## src/rtl/ps2_keypad_if.sv

```systemverilog
// rtl/ps2_keypad_if.sv - key-event valid/ready port of the PS/2 keypad receiver
interface ps2_keypad_if;
  logic       ev_valid;
  logic [3:0] ev_key;
  logic       ev_release;
  logic       ev_ready;

  modport master (output ev_valid, ev_key, ev_release, input ev_ready);
  modport slave  (input ev_valid, ev_key, ev_release, output ev_ready);
endinterface

```

## src/rtl/ps2_keypad.sv

```systemverilog
// rtl/ps2_keypad.sv - PS/2 Set-2 receiver to CHIP-8 keypad state plus event FIFO
// Optional PS2_EXT_EN: E0-prefixed arrow keys mapped onto keys 5/7/8/9.
module ps2_keypad #(
  parameter int SYNC_STAGES    = 2,
  parameter int TIMEOUT_CYCLES = 2500,
  parameter int FIFO_DEPTH     = 4
) (
  input  logic               clk,
  input  logic               rst,
  input  logic               ps2_clk,
  input  logic               ps2_data,
  output logic [15:0]        input_keys,
  ps2_keypad_if.master       ev,
  output logic               overflow,
  input  logic               clr_overflow,
  output logic               frame_err
);

  localparam int AW = $clog2(FIFO_DEPTH);
  localparam int PW = AW + 1;
  localparam int CW = $clog2(TIMEOUT_CYCLES + 1);
  localparam logic [CW-1:0] WD_MAX = CW'(TIMEOUT_CYCLES);

  localparam logic [1:0] ST_IDLE   = 2'd0;
  localparam logic [1:0] ST_DATA   = 2'd1;
  localparam logic [1:0] ST_PARITY = 2'd2;
  localparam logic [1:0] ST_STOP   = 2'd3;

  // Returns {hit, key}; hit=0 means the code is not a keypad key.
  function automatic logic [4:0] map_std(input logic [7:0] code);
    case (code)
      8'h22: map_std = 5'h10;
      8'h16: map_std = 5'h11;
      8'h1E: map_std = 5'h12;
      8'h26: map_std = 5'h13;
      8'h15: map_std = 5'h14;
      8'h1D: map_std = 5'h15;
      8'h24: map_std = 5'h16;
      8'h1C: map_std = 5'h17;
      8'h1B: map_std = 5'h18;
      8'h23: map_std = 5'h19;
      8'h1A: map_std = 5'h1A;
      8'h21: map_std = 5'h1B;
      8'h25: map_std = 5'h1C;
      8'h2D: map_std = 5'h1D;
      8'h2B: map_std = 5'h1E;
      8'h2A: map_std = 5'h1F;
      default: map_std = 5'h00;
    endcase
  endfunction

  function automatic logic [4:0] map_ext(input logic [7:0] code);
    case (code)
      8'h75: map_ext = 5'h15;
      8'h6B: map_ext = 5'h17;
      8'h72: map_ext = 5'h18;
      8'h74: map_ext = 5'h19;
      default: map_ext = 5'h00;
    endcase
  endfunction

  logic [SYNC_STAGES-1:0] clk_sync_q, clk_sync_d;
  logic [SYNC_STAGES-1:0] data_sync_q, data_sync_d;
  logic                   clk_prev_q, clk_prev_d;
  logic [1:0]             state_q, state_d;
  logic [2:0]             bit_idx_q, bit_idx_d;
  logic [7:0]             shift_q, shift_d;
  logic                   parity_q, parity_d;
  logic [CW-1:0]          wd_q, wd_d;
  logic                   rel_pfx_q, rel_pfx_d;
  logic                   ext_pfx_q, ext_pfx_d;
  logic [15:0]            keys_q, keys_d;
  logic                   push_q, push_d;
  logic [4:0]             push_data_q, push_data_d;
  logic                   frame_err_q, frame_err_d;
  logic                   overflow_q, overflow_d;
  logic [PW-1:0]          wptr_q, wptr_d, rptr_q, rptr_d;
  logic [4:0]             mem_q [FIFO_DEPTH];
  logic [4:0]             mem_d [FIFO_DEPTH];

  logic       sample, data_s, timeout, byte_ok, is_ext_byte;
  logic [4:0] lookup;
  logic       empty, full, pop, do_push;

  assign data_s  = data_sync_q[SYNC_STAGES-1];
  assign sample  = clk_prev_q & ~clk_sync_q[SYNC_STAGES-1];
  assign timeout = (state_q != ST_IDLE) && (wd_q == WD_MAX);
  assign byte_ok = (^shift_q ^ parity_q) & data_s;
  assign lookup  = ext_pfx_q ? map_ext(shift_q) : map_std(shift_q);
`ifdef PS2_EXT_EN
  assign is_ext_byte = (shift_q == 8'hE0);
`else
  assign is_ext_byte = 1'b0;
`endif

  assign empty   = (wptr_q == rptr_q);
  assign full    = (wptr_q[AW] != rptr_q[AW]) && (wptr_q[AW-1:0] == rptr_q[AW-1:0]);
  assign pop     = ~empty & ev.ev_ready;
  assign do_push = push_q & (~full | pop);

  always_comb begin
    clk_sync_d  = {clk_sync_q[SYNC_STAGES-2:0], ps2_clk};
    data_sync_d = {data_sync_q[SYNC_STAGES-2:0], ps2_data};
    clk_prev_d  = clk_sync_q[SYNC_STAGES-1];
    state_d     = state_q;
    bit_idx_d   = bit_idx_q;
    shift_d     = shift_q;
    parity_d    = parity_q;
    rel_pfx_d   = rel_pfx_q;
    ext_pfx_d   = ext_pfx_q;
    keys_d      = keys_q;
    push_d      = 1'b0;
    push_data_d = push_data_q;
    frame_err_d = 1'b0;
    wd_d        = sample ? '0 : ((wd_q == WD_MAX) ? wd_q : wd_q + CW'(1));

    // A stalled partial frame wins over any coincident sample.
    if (timeout) begin
      state_d     = ST_IDLE;
      frame_err_d = 1'b1;
      rel_pfx_d   = 1'b0;
      ext_pfx_d   = 1'b0;
    end else if (sample) begin
      case (state_q)
        ST_IDLE: begin
          if (!data_s) begin
            state_d   = ST_DATA;
            bit_idx_d = 3'd0;
          end
        end
        ST_DATA: begin
          shift_d   = {data_s, shift_q[7:1]};
          bit_idx_d = bit_idx_q + 3'd1;
          if (bit_idx_q == 3'd7) state_d = ST_PARITY;
        end
        ST_PARITY: begin
          parity_d = data_s;
          state_d  = ST_STOP;
        end
        default: begin
          state_d = ST_IDLE;
          if (!byte_ok) begin
            frame_err_d = 1'b1;
            rel_pfx_d   = 1'b0;
            ext_pfx_d   = 1'b0;
          end else if (shift_q == 8'hF0) begin
            rel_pfx_d = 1'b1;
          end else if (is_ext_byte) begin
            ext_pfx_d = 1'b1;
          end else begin
            rel_pfx_d = 1'b0;
            ext_pfx_d = 1'b0;
            if (lookup[4] && (keys_q[lookup[3:0]] == rel_pfx_q)) begin
              keys_d[lookup[3:0]] = ~rel_pfx_q;
              push_d              = 1'b1;
              push_data_d         = {lookup[3:0], rel_pfx_q};
            end
          end
        end
      endcase
    end
  end

  always_comb begin
    mem_d      = mem_q;
    wptr_d     = wptr_q;
    rptr_d     = rptr_q;
    overflow_d = overflow_q;
    if (do_push) begin
      mem_d[wptr_q[AW-1:0]] = push_data_q;
      wptr_d                = wptr_q + PW'(1);
    end
    if (pop) rptr_d = rptr_q + PW'(1);
    if (clr_overflow) overflow_d = 1'b0;
    if (push_q && !do_push) overflow_d = 1'b1;
  end

  always_ff @(posedge clk or posedge rst) begin
    if (rst) begin
      clk_sync_q  <= '1;
      data_sync_q <= '1;
      clk_prev_q  <= 1'b1;
      state_q     <= ST_IDLE;
      bit_idx_q   <= '0;
      shift_q     <= '0;
      parity_q    <= 1'b0;
      wd_q        <= '0;
      rel_pfx_q   <= 1'b0;
      ext_pfx_q   <= 1'b0;
      keys_q      <= '0;
      push_q      <= 1'b0;
      push_data_q <= '0;
      frame_err_q <= 1'b0;
      overflow_q  <= 1'b0;
      wptr_q      <= '0;
      rptr_q      <= '0;
      for (int i = 0; i < FIFO_DEPTH; i++) mem_q[i] <= '0;
    end else begin
      clk_sync_q  <= clk_sync_d;
      data_sync_q <= data_sync_d;
      clk_prev_q  <= clk_prev_d;
      state_q     <= state_d;
      bit_idx_q   <= bit_idx_d;
      shift_q     <= shift_d;
      parity_q    <= parity_d;
      wd_q        <= wd_d;
      rel_pfx_q   <= rel_pfx_d;
      ext_pfx_q   <= ext_pfx_d;
      keys_q      <= keys_d;
      push_q      <= push_d;
      push_data_q <= push_data_d;
      frame_err_q <= frame_err_d;
      overflow_q  <= overflow_d;
      wptr_q      <= wptr_d;
      rptr_q      <= rptr_d;
      mem_q       <= mem_d;
    end
  end

  assign input_keys    = keys_q;
  assign overflow      = overflow_q;
  assign frame_err     = frame_err_q;
  assign ev.ev_valid   = ~empty;
  assign ev.ev_key     = mem_q[rptr_q[AW-1:0]][4:1];
  assign ev.ev_release = mem_q[rptr_q[AW-1:0]][0];

endmodule

```

## src/flat_wrapper.sv

```systemverilog
// flat-port wrapper written by rule: the top's interface ports become plain ports
module ps2_keypad_flat 
#(
  parameter int SYNC_STAGES    = 2,
  parameter int TIMEOUT_CYCLES = 2500,
  parameter int FIFO_DEPTH     = 4
)
  (clk, rst, ps2_clk, ps2_data, input_keys, overflow, clr_overflow, frame_err, ev_ev_valid, ev_ev_key, ev_ev_release, ev_ev_ready);
  ps2_keypad_if ev_i ();
  input  logic clk;
  input  logic rst;
  input  logic ps2_clk;
  input  logic ps2_data;
  output logic [15:0] input_keys;
  output logic overflow;
  input  logic clr_overflow;
  output logic frame_err;
  output wire logic [$bits(ev_i.ev_valid)-1:0] ev_ev_valid;
  output wire logic [$bits(ev_i.ev_key)-1:0] ev_ev_key;
  output wire logic [$bits(ev_i.ev_release)-1:0] ev_ev_release;
  input wire logic [$bits(ev_i.ev_ready)-1:0] ev_ev_ready;
  assign ev_ev_valid = ev_i.ev_valid;
  assign ev_ev_key = ev_i.ev_key;
  assign ev_ev_release = ev_i.ev_release;
  assign ev_i.ev_ready = ev_ev_ready;
  ps2_keypad #(.SYNC_STAGES(SYNC_STAGES), .TIMEOUT_CYCLES(TIMEOUT_CYCLES), .FIFO_DEPTH(FIFO_DEPTH)) u_core (.clk(clk), .rst(rst), .ps2_clk(ps2_clk), .ps2_data(ps2_data), .input_keys(input_keys), .ev(ev_i), .overflow(overflow), .clr_overflow(clr_overflow), .frame_err(frame_err));
endmodule
```

## config.mk

```make
export PLATFORM = sky130hd
export DESIGN_NAME = ps2_keypad_flat
export DESIGN_NICKNAME = d
export VERILOG_FILES = /design/src/rtl/ps2_keypad_if.sv /design/src/rtl/ps2_keypad.sv /design/src/flat_wrapper.sv
export SDC_FILE = /design/constraint.sdc
export NUM_CORES = 1
export LEC_CHECK = 0
export BUFFER_PORTS_ARGS = -buffer_cell sky130_fd_sc_hd__buf_2
export CORE_MARGIN = 2
export CORE_UTILIZATION = 67
export CTS_BUF_LIST = sky130_fd_sc_hd__clkbuf_4
export CTS_CLUSTER_SIZE = 10
export DETAILED_ROUTE_END_ITERATION = 10
export GPL_ROUTABILITY_DRIVEN = 0
export PLACE_DENSITY = 0.89
export SLEW_MARGIN = 25
export SYNTH_ARGS = -nofsm -noshare
export SYNTH_HDL_FRONTEND = slang
export SYNTH_SLANG_ARGS = --single-unit
```

## constraint.sdc

```tcl
create_clock -name clk -period 6.7 [get_ports clk]
set_input_delay 0.67 -clock clk [delete_from_list [all_inputs] [get_ports clk]]
set_output_delay 0.67 -clock clk [all_outputs]
set_load 0.005 [all_outputs]
```

==> metrics.md <==
| Metric | Value |
|---|---|
| Die X-Extent | `86.8 µm` |
| Remaining number of nets flagged by the antenna check after routing | `0` |
| Yosys cell types | `63` |
| Setup CP Type | `reg -> reg` |
| Share of the cycle needed by the critical path after routing | `53.0%` |
| CP required | `approximately 7000 ps` |
| Buffers & Inverters on Critical Path | `1` |
| Filler-free cell count of the finished design | `roughly 540` |
| Biggest fanout along the worst timing path | `18` |
| Total of flip-flops plus latches after synthesis | `82` |
| Post-synthesis async set-or-reset flop share | `100%` |
| Summed negative setup slack over all endpoints | `0 ps` |
| Number of input and output port buffers inserted | `29` |
| CTS H-tree lvls | `3` |
| Filler cell count in the final layout | `451` |
| Layout overhead on the synthesized area | `5.91%` |
| Transition at the pin with the smallest max-transition slack | `731 ps` |
| Overall track demand over capacity in global routing | `around a quarter` |
| RSZ-0062 raised after global routing | `false` |
| Register area share after synthesis | `approximately 45%` |
| Starting density of the core | `68.4%` |
| Antenna violations before repair | `0` |
| Final Net Count | `~490` |
| Critical Path Source Type | `register` |
| DRC violation count after routing | `0` |
| Synthesized cell area | `4590 µm²` |
| Core footprint | `6720 µm²` |
| Gr ovfl total | `0` |
| Outcome | `complete, no violations` |
| Total count of hold-check failures in the final report | `0` |
| Clock sink total | `between 80 and 90` |
| Post-CTS Setup Bufs | `0` |
| First-pass detailed-route iteration total | `5` |
| Worst clock skew on the final layout | `13.7 ps` |
| DP Wirelength | `around 6500 µm` |
| Synthesized Nets | `462` |
| Post-Synthesis Mean Instance Area | `10.6 µm²` |
| Worst vdd ir | `0.000278 V` |
| Worst min path class | `in -> reg` |
| Number of placement rows | `30` |
| Switching portion of total power | `roughly 36%` |
| Worst relative slew slack | `51.3%` |
| Die Footprint | `7540 µm²` |
| Number of global-route vias before repair | `3300` |
| Number of warnings printed during yosys synthesis | `0` |
| Clock share of power | `roughly a fifth` |
| Number of enable-type register cells in the synthesized netlist | `0` |
| Total vias in the final route | `roughly 3400` |
| Clock buffer depth | `2` |
| Sequential power share | `47.2%` |
| Worst-path cell chain | `inv_1 > ha_1 > nand3b_1 > a211oi_2 > nor3_2 > o211ai_1 > a21oi_1 > or4_1 > xnor2_4 > nand2_4 > mux2_4` |
| Switching power of the nets | `about 490 µW` |
| Min cycle time layout | `3550 ps` |
| Vertical die dimension | `about 87 µm` |
| Cell internal pwr | `roughly 870 µW` |
| Wire length reported by the detailed router | `approximately 9100 µm` |
| Largest net degree at the start of global routing | `83` |
| Top-level port count | `30` |
| Fmax | `roughly 280 MHz` |
| Share of the synthesized area in the top cell type | `41.9%` |
| Vias per inst | `6.18` |
| Layout cells sized above 1 | `24.2%` |
| Slew Limit Fails | `0` |
| Worst setup slack after layout | `3150 ps` |
| PwrDens | `280 nW/µm²` |
| Source-to-sink clock delay at the later pin of the worst-skew pair | `between 400 and 500 ps` |
| List of most frequent post-synthesis cells | `sky130_fd_sc_hd__dfrtp_1, sky130_fd_sc_hd__nand2_1, sky130_fd_sc_hd__nor2_1, sky130_fd_sc_hd__o21ai_0, sky130_fd_sc_hd__mux2_2` |
| Setup violations, final | `0` |
| Reported max-cap violation count | `0` |
| Endpoint class of the critical path | `register` |
| Combinational share of power | `between 30% and 40%` |
| Most repeated cell in the gate-level netlist after synthesis | `sky130_fd_sc_hd__dfrtp_1` |
| TritonCTS clock tree | `yes` |
| Clk root buf | `sky130_fd_sc_hd__clkbuf_4` |
| Most frequently used flop master after synthesis | `sky130_fd_sc_hd__dfrtp_1` |
| Global-route wire length before repair | `15400 µm` |
| Worst slack at placement | `3210 ps` |
| Clock transition time at the flip-flop clock pins of the worst setup and hold paths | `130 ps` |
| Slowest stage delay, CP | `840 ps` |
| Number of instances in the synthesized netlist | `434` |
| CP top delay family | `simple AND/OR/NAND/NOR gates` |
| Total leakage power | `0.00235 µW` |
| CTS buffer count | `9` |
| Routed length per placed instance | `16.8 µm` |
| Number of buffers inserted by hold repair at cts | `0` |
| Ant. Diodes | `0` |
| Endpoint arrival time on the critical path | `3890 ps` |
| Library cell occupying the most area in the post-synthesis netlist | `sky130_fd_sc_hd__dfrtp_1` |
| Largest cells by area after synthesis | `sky130_fd_sc_hd__dfrtp_1, sky130_fd_sc_hd__mux2_2, sky130_fd_sc_hd__ha_1` |
| Crit-path slowest cell | `sky130_fd_sc_hd__or4_1` |
| Count of routing violations after the opening detailed-route iteration | `237` |
| Inst Count DP | `527` |
| # resized after CTS | `0` |
[metal layers]
layer	wire length [µm]	part of all wire, %	GRT usage, %	vias up
met5	0	0	0	-
met4	104	1.1	9.80	0
met3	408	4.5	4.57	10
met2	4490	49	42.1	91
met1	4110	45	35.3	1660
li1	-	-	-	1594
[flip-flops by register name, indices dropped and copies added, names as in the netlist]
register / cells
u_core.input_keys: 16
u_core.bit_idx_q: 3
u_core.shift_q: 8
u_core.mem_q: 20
u_core.parity_q: 1
u_core.push_q: 1
u_core.rel_pfx_q: 1
u_core.rptr_q: 3
u_core.clk_sync_q: 2
u_core.state_q: 2
u_core.frame_err: 1
u_core.data_sync_q: 2
u_core.clk_prev_q: 1
u_core.overflow: 1
u_core.wd_q: 12
u_core.push_data_q: 5
u_core.wptr_q: 3
[worst paths after layout]
check / cells after the start / from / slack, ps / to
max reg2reg: 11 / u_core.shift_q[6] / 3150 / u_core.push_data_q[1]
min: 1 / ps2_data / 320 / u_core.data_sync_q[0]
max: 11 / u_core.shift_q[6] / 3150 / u_core.push_data_q[1]
min in group asynchronous: 3 / rst / 390 / u_core.wd_q[10]
min reg2reg: 0 / u_core.clk_sync_q[0] / 370 / u_core.clk_sync_q[1]
max in group asynchronous: 3 / rst / 5800 / u_core.shift_q[0]
[cell families (layout without fill, tap and decap cells)]
kind of cell,count (synthesis),in the layout,share of synthesized area (%)
adders and majority gates,22,22,5.99
muxes,40,40,11.3
buffers and inverters,37,66,4.36
DFF,82,82,44.8
xor gates and xnor gates,22,22,4.60
AOI/OAI and AO/OA,85,85,12.7
and+or+nand+nor,146,146,16.2
[worst register-to-register path, stage by stage, from the launching register on]
cell	delay, ps
sky130_fd_sc_hd__dfrtp_1	430
sky130_fd_sc_hd__inv_1	80
sky130_fd_sc_hd__ha_1	380
sky130_fd_sc_hd__nand3b_1	270
sky130_fd_sc_hd__a211oi_2	320
sky130_fd_sc_hd__nor3_2	140
sky130_fd_sc_hd__o211ai_1	210
sky130_fd_sc_hd__a21oi_1	80
sky130_fd_sc_hd__or4_1	840
sky130_fd_sc_hd__xnor2_4	270
sky130_fd_sc_hd__nand2_4	100
sky130_fd_sc_hd__mux2_4	320
[cell usage in the layout (no fill, tap or decap), drive strengths merged, types with 2 or more instances in the layout]
master / n
dfrtp: 77
nand2: 48
mux2: 34
o21ai: 32
buf: 30
nor2: 29
ha: 22
inv: 20
nand3: 16
o31ai: 16
xnor2: 14
a21oi: 12
nor3: 12
clkbuf: 9
xor2: 8
nor2b: 8
nand4: 7
nand2b: 7
mux4: 5
dfstp: 5
o22ai: 5
clkinv: 5
nor4: 3
or2b: 3
o211ai: 3
or3: 2
nand3b: 2
a211oi: 2
o2111a: 2
a31oi: 2
o32ai: 2
a22o: 2
o2111ai: 2
and2: 2
[power groups by stage]
stage	registers [µW]	logic, µW	clock network [µW]
floorplan	605	412	0
global placement	645	406	0
detailed placement	652	426	0
CTS	642	429	296
global route	654	479	313
finish	644	430	290
[per-stage QoR]
stage	hold slack [ps]	area, µm²	utilization (%)	total power (µW)
2_1_floorplan	345	4590	-	1020
3_3_place_gp	346	4720	70.3	1050
3_5_place_dp	351	4730	70.3	1080
4_1_cts	296	4860	72.4	1370
5_1_grt	281	4870	72.4	1450
6_report	315	4870	72.4	1360
[cell type report]
| cell class | count | area (µm²) | area share, % |
|---|---|---|---|
| multi-input cells | 315 | 2340 | 48.1 |
| flip-flops and latches | 82 | 2060 | 42.3 |
| repair buffers | 30 | 156 | 3.21 |
| well taps | 80 | 100 | 2.06 |
| inverters | 20 | 76.3 | 1.57 |
| clock inverters | 7 | 68.8 | 1.41 |
| clock buffers | 9 | 67.6 | 1.39 |
Power figures use the tool's default switching activity.
